File: src/rtl/rr_arb.sv
// Round-robin arbiter with a registered, sticky one-hot grant.
// The grant is held until the consumer acks it.
// On an ack, priority moves to the requester after the winner, and a new
// winner is loaded on the same edge, so back-to-back grants have no bubble.
// o_gnt drives a one-hot AND-OR mux select directly.

module rr_arb #(
   parameter  int unsigned N     = 4,
   localparam int unsigned ENC_W = (N > 1) ? $clog2(N) : 1
) (
   input  logic             clk,
   input  logic             arst_n,
   input  logic [N-1:0]     i_req,
   input  logic             i_ack,
   output logic [N-1:0]     o_gnt,
   output logic             o_gnt_vld,
   output logic [ENC_W-1:0] o_gnt_enc
);

   typedef enum logic [0:0] {StIdle, StGranted} state_e;

   state_e           state_q;
   logic [N-1:0]     gnt_q;
   logic             vld_q;
   logic [ENC_W-1:0] enc_q;
   logic [ENC_W-1:0] ptr_q;

   // Pointer value once the current winner is accepted; explicit wrap for non-power-of-two N
   logic [ENC_W-1:0] ptr_after;
   always_comb begin
      ptr_after = enc_q + 1'b1;
      if (enc_q == ENC_W'(N - 1)) begin
         ptr_after = '0;
      end
   end

   // Select scan origin and candidate set: from ptr when idle, from winner+1 with winner masked on ack
   logic [ENC_W-1:0] scan_start;
   logic [N-1:0]     scan_req;
   always_comb begin
      scan_start = ptr_q;
      scan_req   = i_req;
      if (state_q == StGranted) begin
         scan_start = ptr_after;
         scan_req   = i_req & ~gnt_q;
      end
   end

   // Circular first-set-bit search starting at scan_start
   logic             scan_hit;
   logic [ENC_W-1:0] scan_idx;
   logic [N-1:0]     scan_onehot;
   int unsigned      scan_pos;
   logic [N-1:0]     scan_shift;
   always_comb begin
      scan_hit    = 1'b0;
      scan_idx    = '0;
      scan_onehot = '0;
      scan_pos    = 0;
      scan_shift  = '0;
      for (int unsigned k = 0; k < N; k++) begin
         scan_pos = 32'(scan_start) + k;
         if (scan_pos >= N) begin
            scan_pos = scan_pos - N;
         end
         scan_shift = scan_req >> scan_pos;
         if (!scan_hit && scan_shift[0]) begin
            scan_hit    = 1'b1;
            scan_idx    = ENC_W'(scan_pos);
            scan_onehot = N'(1) << scan_pos;
         end
      end
   end

   // The current winner still requesting: used to re-grant a lone requester after its ack
   logic own_hit;
   always_comb begin
      own_hit = |(i_req & gnt_q);
   end

   // Grant FSM; all outputs registered
   always_ff @(posedge clk or negedge arst_n) begin
      if (!arst_n) begin
         state_q <= StIdle;
         gnt_q   <= '0;
         vld_q   <= 1'b0;
         enc_q   <= '0;
         ptr_q   <= '0;
      end else begin
         unique case (state_q)
            StIdle: begin
               // Acks while idle carry no meaning and are ignored
               if (scan_hit) begin
                  state_q <= StGranted;
                  gnt_q   <= scan_onehot;
                  vld_q   <= 1'b1;
                  enc_q   <= scan_idx;
               end
            end
            StGranted: begin
               // Without an ack the grant is sticky even if requests change
               if (i_ack) begin
                  ptr_q <= ptr_after;
                  if (scan_hit) begin
                     gnt_q <= scan_onehot;
                     enc_q <= scan_idx;
                  end else if (!own_hit) begin
                     state_q <= StIdle;
                     gnt_q   <= '0;
                     vld_q   <= 1'b0;
                     enc_q   <= '0;
                  end
               end
            end
            default: begin
               state_q <= StIdle;
               gnt_q   <= '0;
               vld_q   <= 1'b0;
               enc_q   <= '0;
            end
         endcase
      end
   end

   assign o_gnt     = gnt_q;
   assign o_gnt_vld = vld_q;
   assign o_gnt_enc = enc_q;

   // Structural invariants of the registered grant
   a_onehot : assert property (@(posedge clk) disable iff (!arst_n) $onehot0(gnt_q));
   a_vld    : assert property (@(posedge clk) disable iff (!arst_n) vld_q == (|gnt_q));
   a_enc    : assert property (@(posedge clk) disable iff (!arst_n)
                               vld_q ? (gnt_q == (N'(1) << enc_q)) : (enc_q == '0));
   a_sticky : assert property (@(posedge clk) disable iff (!arst_n)
                               (vld_q && !i_ack) |=> $stable(gnt_q));

endmodule
File: config.mk
export PLATFORM = sky130hd
export DESIGN_NAME = rr_arb
export DESIGN_NICKNAME = d
export VERILOG_FILES = /design/src/rtl/rr_arb.sv
export SDC_FILE = /design/constraint.sdc
export NUM_CORES = 1
export LEC_CHECK = 0
export ABC_AREA = 1
export CAP_MARGIN = 40
export CORE_ASPECT_RATIO = 1.75
export CORE_MARGIN = 2
export CORE_UTILIZATION = 25
export DETAILED_ROUTE_END_ITERATION = 10
export HOLD_SLACK_MARGIN = 0.1
export PLACE_DENSITY_LB_ADDON = 0.1
export SLEW_MARGIN = 20
export SYNTH_ARGS = -nofsm -noshare
export SYNTH_HDL_FRONTEND = slang
export SYNTH_SLANG_ARGS = --single-unit
File: constraint.sdc
create_clock -name clk -period 2.5 [get_ports clk]
set_input_delay 0.25 -clock clk [delete_from_list [all_inputs] [get_ports clk]]
set_output_delay 0.25 -clock clk [all_outputs]
set_load 0.05 [all_outputs]
==> reports/results.md <==
| Stage | Result | Value |
| --- | --- | --- |
| status | Result of the run | finished, final reports clean |
| placement | Setup slack at placement | 0.161 ns |
| route | Post-DR vias/cell | 4.73 |
| yosys | Sequential area share after synthesis | 0.215 |
| yosys | Synthesized instance count | 172 |
| yosys | Number of distinct library cells after synthesis | 24 |
| yosys | Ys async rst share | 1.00 |
| route | Count of nets left with antenna violations after detail routing | 0 |
| route | Average wire per standard cell | 13.5 µm |
| route | Detailed-routing iteration count for the pre-antenna-repair pass | 4 |
| yosys | Count of flip-flops with a built-in enable after synthesis | 0 |
| clock tree | Clock root cell | clkbuf_8 |
| global routing | Total congestion overflow | 0 |
| timing | Hold Vio Cnt, Final | 0 |
| placement | Weighted congestion at the end of routability-driven global placement | 0.811 |
| global routing | Vias in the first global route | 1148 |
| job | Number of maximum-capacitance constraint violations | 0 |
| route | Total number of vias | 1136 |
| placement | Buffers on Ports | 13 |
| finish | Number of inserted diodes | 0 |
| worst setup path | WS Path Type | reg2reg |
| clock tree | Number of buffers created by CTS | 3 |
| die | Area of the placeable core | 0.00444 mm² |
| yosys | Main synth FF type | dfrtp_1 |
| die | Number of top-level pins | 14 |
| timing | Period Utilization, post-route | 0.916 |
| clock tree | Clock transition at the register clock pins on the worst setup and hold paths after CTS | 0.04 ns |
| yosys | Post-synth top area cell | dfrtp_1 |
| timing | Worst Skew | 0.00118 ns |
| finish | Layout Area Growth over Synthesis | 21.1% |
| global routing | Global-route wire length before repair | 5500 µm |
| timing | Slack of the critical path | 0.211 ns |
| finish | Nets | 207 |
| yosys | Most numerous cell types in the synthesized netlist | nand2_1 (61), nand3_1 (26), inv_1 (18) |
| timing | Headroom to the max-slew limit | 0.666 |
| route | Drt first-iter violations | 24 |
| clock tree | Clock tree from TritonCTS | built |
| hold path | Worst min-delay path class | in2async |
| yosys | Number of nets in the synthesized netlist | 188 |
| worst setup path | Worst EP arrival | 2.40 ns |
| yosys | Number of synthesized register bits | 10 |
| clock tree | Number of buffers between clock root and the deepest sink | 2 |
| clock tree | Count of buffers added by post-CTS timing repair for setup | 0 |
| timing | Total setup violations reported at the end of the flow | 0 |
| timing | Total negative slack for setup checks | 0 ns |
| placement | Detail Placement HPWL | 2780 µm |
| route | Wirelength, routed | 3250 µm |
| die | Die Height | 94.3 µm |
| yosys | Top cell type's share of synthesized area | 0.215 |
| die | Width of the chip | 55.6 µm |
| timing | Minimum clock period after layout | 2.29 ns |
| clock tree | CTS Sinks | 10 |
| timing | Setup repair after global routing missed its margin | false |
| timing | Highest clock frequency the design can meet | 0.437 GHz |
| worst setup path | Worst Path Required | 2.62 ns |
| route | Post-detailed-route DRC marker count | 0 |
| timing | Final max-slew violation count | 0 |
| finish | Share of layout cells above drive strength 1 | 0.201 |
| die | Standard-cell row count | 32 |
| global routing | Initial antenna violation count | 0 |
| global routing | Pin count of the biggest net entering global routing | 13 |
| worst setup path | CP max FO | 8 |
| worst setup path | Nature of the critical path endpoint | flop |
| worst setup path | CP Launch Type | flop |
| clock tree | Clock insertion delay at the later pin of the skew report | 0.23 ns |
| die | Starting density of the core | 0.262 |
| yosys | Synth Area per Inst | 6.77 µm² |
| yosys | Most area-consuming cells after synthesis | dfrtp_1 (22%), nand2_1 (20%), nand3_1 (11%) |
| die | Total Die Area | 0.00524 mm² |
| yosys | Total number of yosys warnings | 0 |
| global routing | Global routing usage summed across all routing layers | 0.136 |
| timing | Transition time at the pin with the least slew margin | 0.500 ns |
| yosys | Post-synthesis cell area | 0.00116 mm² |
| clock tree | Number of levels the H-tree was split into | 1 |
| yosys | Cell with the most instances after synthesis | nand2_1 |
## layout by cell type (no fill, tap or decap), types with 2 or more instances in the layout
| cell | netlist | final |
|---|---|---|
| dfrtp_1 | 10 | 9 |
| nand3_2 | 3 | 3 |
| nand3_1 | 26 | 26 |
| o21ai_0 | 3 | 3 |
| nor2_1 | 4 | 4 |
| clkbuf_8 | 0 | 3 |
| nor3_1 | 5 | 5 |
| or2_2 | 2 | 2 |
| buf_4 | 0 | 4 |
| nor2_2 | 4 | 4 |
| nand2_1 | 61 | 61 |
| nand2_2 | 6 | 5 |
| inv_2 | 3 | 3 |
| nand3_4 | 3 | 3 |
| inv_1 | 18 | 18 |
| clkdlybuf4s50_1 | 0 | 13 |
| ha_1 | 9 | 9 |
| nand2_4 | 5 | 6 |
## logic make-up (layout without fill, tap and decap cells)
family | Yosys count | count (layout) | synth area share
compound gates | 7 | 7 | 0.0452
fa+ha+maj | 9 | 9 | 0.0968
simple gates | 122 | 122 | 0.553
buf+inv | 24 | 41 | 0.0903
flops | 10 | 10 | 0.215
## routing by layer
metal / share of wire / up-vias / wire, µm / track usage
met1: 0.37 / 522 / 1200 / 0.134
met4: 0.023 / 0 / 75 / 0.0569
met3: 0.015 / 6 / 50 / 0.00964
met5: 0 / - / 0 / 0
li1: - / 582 / - / -
met2: 0.59 / 26 / 1920 / 0.279
## state kept, by name (all words and copies together) (netlist names)
name       count
ptr_q          2
o_gnt_vld      1
o_gnt_enc      2
o_gnt          4
state_q        1
## critical path, cell delays in order, from the launching register on
cell     delay [ns]
dfrtp_1        0.39
ha_1           0.30
nand2_1        0.07
o21ai_2        0.17
ha_1           0.36
inv_1          0.15
nand3_2        0.12
nand3_4        0.11
nand3_4        0.11
nor3_1         0.22
nor2_2         0.05
nand2_1        0.07
nand2_1        0.05
## final cells by class
cell class,count,area [µm²]
sequential,10,251
multi-input combinational,138,813
inverter,21,78.8
timing repair buffer,17,160
clock buffer,3,41.3
tap,51,63.8
fill,482,3040
## final timing paths
| check | from | to | slack (ns) | cells after the start |
|---|---|---|---|---|
| setup / recovery | o_gnt_enc[1]$_DFFE_PN0P_ | o_gnt[1]$_DFFE_PN0P_ | 0.21 | 12 |
| hold / removal | arst_n | o_gnt_enc[0]$_DFFE_PN0P_ | 0.35 | 1 |
| setup reg to reg | o_gnt_enc[1]$_DFFE_PN0P_ | o_gnt[1]$_DFFE_PN0P_ | 0.21 | 12 |
| hold reg to reg | o_gnt_vld$_DFFE_PN0P_ | o_gnt_vld$_DFFE_PN0P_ | 0.53 | 2 |
| max in group asynchronous | arst_n | state_q$_DFF_PN0_ | 1.81 | 1 |
| min in group clk | o_gnt_vld$_DFFE_PN0P_ | o_gnt_vld$_DFFE_PN0P_ | 0.53 | 2 |
## repair_timing
action	in CTS	in global routing
hold endpoints to repair	0	0
gates resized for setup	0	2
endpoints found under the setup margin	0	2
hold buffers	0	0
## stage by stage
stage	std cells	utilization	instance area, µm²	hold WS (ns)
4_1_cts	240	0.316	1400	0.357
3_5_place_dp	237	0.306	1360	0.507
6_report	240	0.317	1410	0.348
2_1_floorplan	172	-	1160	-0.0456
3_3_place_gp	237	0.306	1360	0.509
5_1_grt	240	0.317	1410	0.389
Power is not shown: default switching activity piles up to over one toggle a cycle in this logic, so the estimate is an artifact.
